### config.mk
export PLATFORM = sky130hd
export DESIGN_NAME = ifetch_ctrl_flat
export DESIGN_NICKNAME = d
export VERILOG_FILES = /design/src/rtl/ifetch_ctrl_if.sv /design/src/rtl/ifetch_ctrl.sv /design/src/flat_wrapper.sv
export SDC_FILE = /design/constraint.sdc
export NUM_CORES = 1
export LEC_CHECK = 0
export CORE_MARGIN = 4
export CORE_UTILIZATION = 44
export CTS_CLUSTER_DIAMETER = 40
export DETAILED_ROUTE_END_ITERATION = 16
export GPL_ROUTABILITY_DRIVEN = 0
export PLACE_DENSITY_LB_ADDON = 0.08
export SLEW_MARGIN = 40
export SYNTH_ARGS = -nofsm -noshare
export SYNTH_HDL_FRONTEND = slang
export SYNTH_SLANG_ARGS = --single-unit
### constraint.sdc
create_clock -name clk -period 2.61 [get_ports clk]
set_input_delay 0.261 -clock clk [delete_from_list [all_inputs] [get_ports clk]]
set_output_delay 0.261 -clock clk [all_outputs]
set_load 0.1 [all_outputs]
### src/rtl/ifetch_ctrl_if.sv
// ifetch_ctrl_if: ROM read bus plus instruction handshake between the fetch
// sequencer and its neighbours.
//   rom_addr / rom_read_en      fetch -> ROM   byte address and read enable
//   rom_instruction             ROM -> fetch   big-endian word at rom_addr
//   instr / instr_pc            fetch -> CU    captured word and its address
//   instr_valid / instr_ready   valid/ready handshake toward the control unit
// master = fetch sequencer side, slave = ROM/control-unit side.
interface ifetch_ctrl_if;
  logic [31:0] rom_addr;
  logic        rom_read_en;
  logic [31:0] rom_instruction;
  logic [31:0] instr;
  logic [31:0] instr_pc;
  logic        instr_valid;
  logic        instr_ready;

  modport master (
    output rom_addr, rom_read_en, instr, instr_pc, instr_valid,
    input  rom_instruction, instr_ready
  );

  modport slave (
    input  rom_addr, rom_read_en, instr, instr_pc, instr_valid,
    output rom_instruction, instr_ready
  );
endinterface

### src/rtl/ifetch_ctrl.sv
// ifetch_ctrl: instruction-fetch sequencer for the multicycle CPU.
// Owns the PC, reads the ROM with a fixed ROM_LAT-cycle read, offers each
// fetched word on a valid/ready handshake and accepts branch/jump redirects.
// Ports:
//   clk, rst_n        clock (rising edge), asynchronous active-low reset
//   start             leave IDLE and fetch at the current PC
//   halt_req          return to IDLE after the current handshake
//   redirect          load redirect_pc as the next fetch address
//   redirect_pc       redirect target
//   fault             illegal fetch address (misaligned or outside the ROM)
//   busy              sequencer not idle
//   bus               ROM bus + instruction handshake (master side)
module ifetch_ctrl #(
  parameter logic [31:0] RESET_PC  = 32'h0,
  parameter int unsigned ROM_BYTES = 128,
  parameter int unsigned ROM_LAT   = 1
) (
  input  logic        clk,
  input  logic        rst_n,
  input  logic        start,
  input  logic        halt_req,
  input  logic        redirect,
  input  logic [31:0] redirect_pc,
  output logic        fault,
  output logic        busy,
  ifetch_ctrl_if.master bus
);

  localparam int unsigned   CW       = (ROM_LAT > 1) ? $clog2(ROM_LAT) : 1;
  localparam logic [CW-1:0] CNT_LAST = CW'(ROM_LAT - 1);
  localparam logic [31:0]   PC_MAX   = 32'(ROM_BYTES - 4);

  typedef enum logic [1:0] {S_IDLE, S_FETCH, S_HOLD, S_FAULT} state_e;

  state_e        state_q, state_d;
  logic [31:0]   pc_q, pc_d;
  logic [CW-1:0] cnt_q, cnt_d;
  logic [31:0]   instr_q, instr_d;
  logic [31:0]   instr_pc_q, instr_pc_d;
  logic          xfer;

  // Unsigned compare: addresses that wrapped past 2^32 land high and fail.
  function automatic logic legal(input logic [31:0] a);
    return (a[1:0] == 2'b00) && (a <= PC_MAX);
  endfunction

  always_comb begin
    state_d    = state_q;
    pc_d       = pc_q;
    cnt_d      = cnt_q;
    instr_d    = instr_q;
    instr_pc_d = instr_pc_q;
    xfer       = (state_q == S_HOLD) && bus.instr_ready;

    case (state_q)
      S_IDLE: begin
        if (redirect) pc_d = redirect_pc;
        // pc_d already holds the redirect target when both arrive together.
        if (start) begin
          cnt_d   = '0;
          state_d = legal(pc_d) ? S_FETCH : S_FAULT;
        end
      end
      S_FETCH: begin
        if (redirect) begin
          pc_d    = redirect_pc;
          cnt_d   = '0;
          state_d = legal(redirect_pc) ? S_FETCH : S_FAULT;
        end else if (cnt_q == CNT_LAST) begin
          instr_d    = bus.rom_instruction;
          instr_pc_d = pc_q;
          pc_d       = pc_q + 32'd4;
          cnt_d      = '0;
          state_d    = S_HOLD;
        end else begin
          cnt_d = cnt_q + CW'(1);
        end
      end
      S_HOLD: begin
        // A redirect without a transfer drops the held word; halt only
        // takes effect together with a transfer.
        if (redirect || xfer) begin
          if (redirect) pc_d = redirect_pc;
          cnt_d = '0;
          if (xfer && halt_req) state_d = S_IDLE;
          else                  state_d = legal(pc_d) ? S_FETCH : S_FAULT;
        end
      end
      S_FAULT: begin
        if (redirect) begin
          pc_d  = redirect_pc;
          cnt_d = '0;
          if (legal(redirect_pc)) state_d = S_FETCH;
        end
      end
      default: state_d = S_IDLE;
    endcase
  end

  always_ff @(posedge clk or negedge rst_n) begin
    if (!rst_n) begin
      state_q    <= S_IDLE;
      pc_q       <= RESET_PC;
      cnt_q      <= '0;
      instr_q    <= '0;
      instr_pc_q <= '0;
    end else begin
      state_q    <= state_d;
      pc_q       <= pc_d;
      cnt_q      <= cnt_d;
      instr_q    <= instr_d;
      instr_pc_q <= instr_pc_d;
    end
  end

  // All outputs come straight from flops so reset reaches them immediately.
  assign bus.rom_addr    = pc_q;
  assign bus.rom_read_en = (state_q == S_FETCH);
  assign bus.instr       = instr_q;
  assign bus.instr_pc    = instr_pc_q;
  assign bus.instr_valid = (state_q == S_HOLD);
  assign fault           = (state_q == S_FAULT);
  assign busy            = (state_q != S_IDLE);

endmodule
### src/flat_wrapper.sv
// flat-port wrapper written by rule: the top's interface ports become plain ports
module ifetch_ctrl_flat 
#(
  parameter logic [31:0] RESET_PC  = 32'h0,
  parameter int unsigned ROM_BYTES = 128,
  parameter int unsigned ROM_LAT   = 1
)
  (clk, rst_n, start, halt_req, redirect, redirect_pc, fault, busy, bus_rom_addr, bus_rom_read_en, bus_instr, bus_instr_pc, bus_instr_valid, bus_rom_instruction, bus_instr_ready);
  ifetch_ctrl_if bus_i ();
  input  logic clk;
  input  logic rst_n;
  input  logic start;
  input  logic halt_req;
  input  logic redirect;
  input  logic [31:0] redirect_pc;
  output logic fault;
  output logic busy;
  output wire logic [$bits(bus_i.rom_addr)-1:0] bus_rom_addr;
  output wire logic [$bits(bus_i.rom_read_en)-1:0] bus_rom_read_en;
  output wire logic [$bits(bus_i.instr)-1:0] bus_instr;
  output wire logic [$bits(bus_i.instr_pc)-1:0] bus_instr_pc;
  output wire logic [$bits(bus_i.instr_valid)-1:0] bus_instr_valid;
  input wire logic [$bits(bus_i.rom_instruction)-1:0] bus_rom_instruction;
  input wire logic [$bits(bus_i.instr_ready)-1:0] bus_instr_ready;
  assign bus_rom_addr = bus_i.rom_addr;
  assign bus_rom_read_en = bus_i.rom_read_en;
  assign bus_instr = bus_i.instr;
  assign bus_instr_pc = bus_i.instr_pc;
  assign bus_instr_valid = bus_i.instr_valid;
  assign bus_i.rom_instruction = bus_rom_instruction;
  assign bus_i.instr_ready = bus_instr_ready;
  ifetch_ctrl #(.RESET_PC(RESET_PC), .ROM_BYTES(ROM_BYTES), .ROM_LAT(ROM_LAT)) u_core (.clk(clk), .rst_n(rst_n), .start(start), .halt_req(halt_req), .redirect(redirect), .redirect_pc(redirect_pc), .fault(fault), .busy(busy), .bus(bus_i));
endmodule
Word level (Yosys, flattened, before mapping)

Index checks and enable logic that the tools add are counted.

Bits in registers: 99
Input bits: 70
Output and inout port bits: 100
Word-level logic and storage cells: 60

Add/sub/neg operators: 2
Order comparisons: 3
Equal/unequal tests: 8
Multiplexer cells: 25
Bitwise gates (word level): 2
Reduce and logical (&&, ||, !) cells: 15

Operators with widths:

| kind                                                                   | number |
|---|---|
| 32-bit 2-to-1 mux                                                      | 7 |
| 32-bit case mux with 4 select lines                                    | 1 |
| 32-bit by 7-bit <= comparator with 1-bit output, second input constant | 3 |
| 32-bit by 3-bit adder with 32-bit output, second input constant        | 1 |
| 2-bit 2-to-1 mux                                                       | 10 |
| 2-bit logical NOT                                                      | 4 |
| 2-bit case mux with 4 select lines                                     | 1 |
| 3-bit AND reduction                                                    | 2 |
| 1-bit logical AND                                                      | 5 |
| 1-bit 2-to-1 mux                                                       | 5 |
| 5-bit AND reduction                                                    | 1 |
| 2-bit equality test, second input constant                             | 2 |
| 2-bit by 1-bit != test with 1-bit output, second input constant        | 2 |
| 2-bit != test, second input constant                                   | 2 |
| 1-bit case mux with 4 select lines                                     | 1 |
| 3-bit != test, second input constant                                   | 1 |
| 2-bit by 1-bit equality test with 1-bit output, second input constant  | 1 |
| 1-bit NOT                                                              | 2 |
| 2-bit AND reduction                                                    | 1 |
| 2-bit nonzero test                                                     | 1 |
| 1-bit adder, second input constant                                     | 1 |
| 1-bit logical OR                                                       | 1 |

Logic depth before layout (Yosys ltp)

Depth after elaboration: 11
Mapped depth: 6
Gate-level depth less buffers: 5

Worst setup path after synthesis

Ideal clock, no wire load.

Kind: reg2reg
Start point: reg u_core.pc_q[12] (netlist: u_core.bus.rom_addr[12])
End point: reg u_core.pc_q[25] (netlist: u_core.bus.rom_addr[25])
Library setup time: 0.082 ns
Arrival time: 2.570 ns
Required time: 2.528 ns
Slack: -0.042 ns
Cell stages (with the launch flop): 6
Buffers on the path: 1
Period minus slack after synthesis: 2.652 ns
Cells stage by stage: dfrtp_1 -> nand4_1 -> or4_1 -> buf_2 -> or4_1 -> a31oi_1

Longest elaborated chain between the ends: 4

RTL lines:

| element                                  | RTL line           | text |
|---|---|---|
| start: declaration                       | ifetch_ctrl.sv:36  | `logic [31:0] pc_q, pc_d;` |
| start signal: assignment                 | ifetch_ctrl.sv:109 | `pc_q <= pc_d;` |
| 32-bit by 3-bit adder with 32-bit output | ifetch_ctrl.sv:72  | `pc_d = pc_q + 32'd4;` |
| 32-bit 2-to-1 mux                        | ifetch_ctrl.sv:69  | `end else if (cnt_q == CNT_LAST) begin` |
| 32-bit 2-to-1 mux                        | ifetch_ctrl.sv:65  | `if (redirect) begin` |
| 32-bit case mux with 4 select lines      | ifetch_ctrl.sv:55  | `case (state_q)` |

Every way passes these cells. The select of a mux whose other input is x is not followed.
A chain may end at the register's enable or synchronous reset.

Worst setup path in the final report

Start point: reg u_core.pc_q[11] (netlist: u_core.bus.rom_addr[11])
End point: reg u_core.pc_q[24] (netlist: u_core.bus.rom_addr[24])

Same word-level chain as after synthesis.

==> results_dict.tcl <==
set metrics [dict create \
    area_delta_synth_final_pct 42.1 \
    clock_sinks 98 \
    yosys.cell_types.count 40 \
    setup_slack_ns 0.390 \
    p_per_area_nw_per_um2 628 \
    fin_nets 618 \
    crit_required_ns 2.91 \
    holdWs_ns 0.419 \
    power_w 0.00395 \
    maxCapViolCount 0 \
    grt_pass1_wl_mm 19.9 \
    die_area_um2 11700 \
    synth_fp_nets 448 \
    drive_above_1_share_pct 37.5 \
    globalRouteOverflowTotal 0 \
    hold_path.class "in -> async" \
    vias 3756 \
    cp_max_fo 11 \
    peakVddDrop_uv 330 \
    setup_viol 0 \
    syn_inst 377 \
    ctsResizeCount 0 \
    via_per_inst 5.48 \
    yosysWarnings 0 \
    clock_latency_ns 0.36 \
    p_leak_nw 2.81 \
    syn_area_per_cell_um2 11.8 \
    hold_viol 0 \
    cts-root-buf "clkbuf_8" \
    start_util_pct 45.3 \
    rsz0062_at_grt "no" \
    start_kind "flop" \
    wirelength_mm 12.4 \
    finalCriticalPeriod_ns 2.22 \
    ctsHoldBuffers 1 \
    synth_edf_count 0 \
    async_reset_ff_share_pct 100 \
    end_kind "flop" \
    die_w_um 108 \
    rows 36 \
    status "completed" \
    cts_buffer_depth 2 \
    worstMarginPinSlew_ns 0.759 \
    layout_common_cells "buf_4 (109), dfrtp_1 (90), mux2_2 (68), clkdlybuf4s50_1 (68), nand2_1 (24)" \
    io_buffers 169 \
    antenna_found_initial 0 \
    final_common_cell "buf_4" \
    core_area_um2 9770 \
    grt_use_total_pct 21.8 \
    clk_pin_slew_ns 0.10 \
    htree_levels 3 \
    antenna_left 0 \
    yosysSeqAreaShare_pct 55.3 \
    hpwl_mm 9.18 \
    synth_area_um2 4430 \
    slew_viol_final 0 \
    fillers 824 \
    cts_tree "yes" \
    grt_max_degree 51 \
    postCtsSetupRepairBufs 0 \
    place_ws_ns 0.405 \
    drc_errors 0 \
    cp.arrival_ns 2.51 \
    max_freq_mhz 450 \
    post-route-util_pct 64.4 \
    die_height_um 108 \
    crit_type "reg -> reg" \
    post_drt_wl_per_cell_um 18.1 \
    synth_flop_cell "dfrtp_1" \
    fin_crit_sh_pct 85.1 \
    grt_pass1_vias 3901 \
    drtIter0Drc 185 \
    relSlewSlack_pct 48.9 \
    ioPinCount 170 \
    diodes 0 \
    cts_buffers 9 \
    first_pass_iters 4 \
    fin_skew_ns 0.0159 \
    ys_ff_latch 98 \
]
-- cells by family (layout without fill, tap and decap cells) --
group	count (synthesis)	count (layout)	synth area share, %
fa+ha+maj	1	1	0.282
buf+inv	24	199	2.06
compound gates	47	47	6.32
flops	98	98	55.3
mux	74	74	18.6
xor+xnor	11	11	2.17
simple gates	122	122	15.2
-- where the power goes --
| group | switching [W] | internal, W |
|---|---|---|
| combinational | 0.000873 | 0.000302 |
| sequential | 0.000120 | 0.00161 |
| clock | 0.000545 | 0.000502 |
-- synthesized netlist by cell type, types with 2 or more instances --
library cell / instances / area share, %
dfrtp_1: 98 / 55
mux2_2: 68 / 17
nand2_1: 24 / 2.0
nor2_1: 21 / 1.8
o21ai_0: 21 / 2.4
clkbuf_1: 20 / 1.7
nor4_1: 19 / 2.7
a31oi_1: 14 / 2.0
nand3_1: 12 / 1.4
nand4_1: 9 / 1.3
or3_1: 9 / 1.3
xnor2_1: 8 / 1.6
mux2i_1: 6 / 1.4
nor3_1: 5 / 0.56
or4_1: 5 / 0.85
a21oi_1: 4 / 0.45
nand2b_1: 4 / 0.56
and4_1: 3 / 0.59
xor2_1: 3 / 0.59
clkinv_1: 2 / 0.17
nand4b_1: 2 / 0.40
o31ai_1: 2 / 0.34
-- through the flow --
step,TNS [ns],std cells,instance area (µm²)
after floorplan,-0.00165,377,4440
after global placement,0,668,6070
after detailed placement,0,668,6070
after CTS,0,685,6300
after global routing,0,685,6300
final,0,685,6300
-- cell type report --
type	instances	area, µm²	area share (%)
Clock inverter	5	61.3	0.974
Timing Repair Buffer	180	1550	24.6
Multi-Input combinational cell	255	1900	30.1
Clock buffer	11	151	2.40
Inverter	3	11.3	0.179
Sequential cell	98	2460	39.1
Tap cell	133	166	2.64
-- path summary, 6_finish.rpt --
kind                                                end  cells past startpoint  slack (ns)               startpoint
worst max register to register  u_core.bus.rom_addr[24]                      4        0.39  u_core.bus.rom_addr[11]
worst min register to register      u_core.bus.instr[7]                      1        0.51      u_core.bus.instr[7]
min in group clk                 u_core.bus.rom_addr[5]                      3        0.47           redirect_pc[5]
max in group asynchronous        u_core.bus.instr_pc[3]                      3        1.49                    rst_n
worst min-delay path             u_core.bus.instr_pc[9]                      2        0.42                    rst_n
worst max-delay path            u_core.bus.rom_addr[24]                      4        0.39  u_core.bus.rom_addr[11]
-- layer usage --
metal	up-vias	track usage [%]	wire, µm
met3	19	7.16	1170
met5	-	0	0
met2	145	36.2	6000
li1	1735	-	-
met1	1857	26.5	4960
met4	0	8.21	238
-- registers in the layout, indices dropped and copies added, names as in the netlist --
signal / flops
u_core.bus.instr_pc: 32
u_core.bus.rom_addr: 32
u_core.bus.instr: 32
u_core.state_q: 2
-- worst max-delay path, cell delays in order, from the launching register on --
cell and delay, ns:
dfrtp_1 0.46, nand4_1 0.25, or4_1 0.72, or4_1 0.56, a31oi_1 0.17
(Power assumes the default switching activity.)
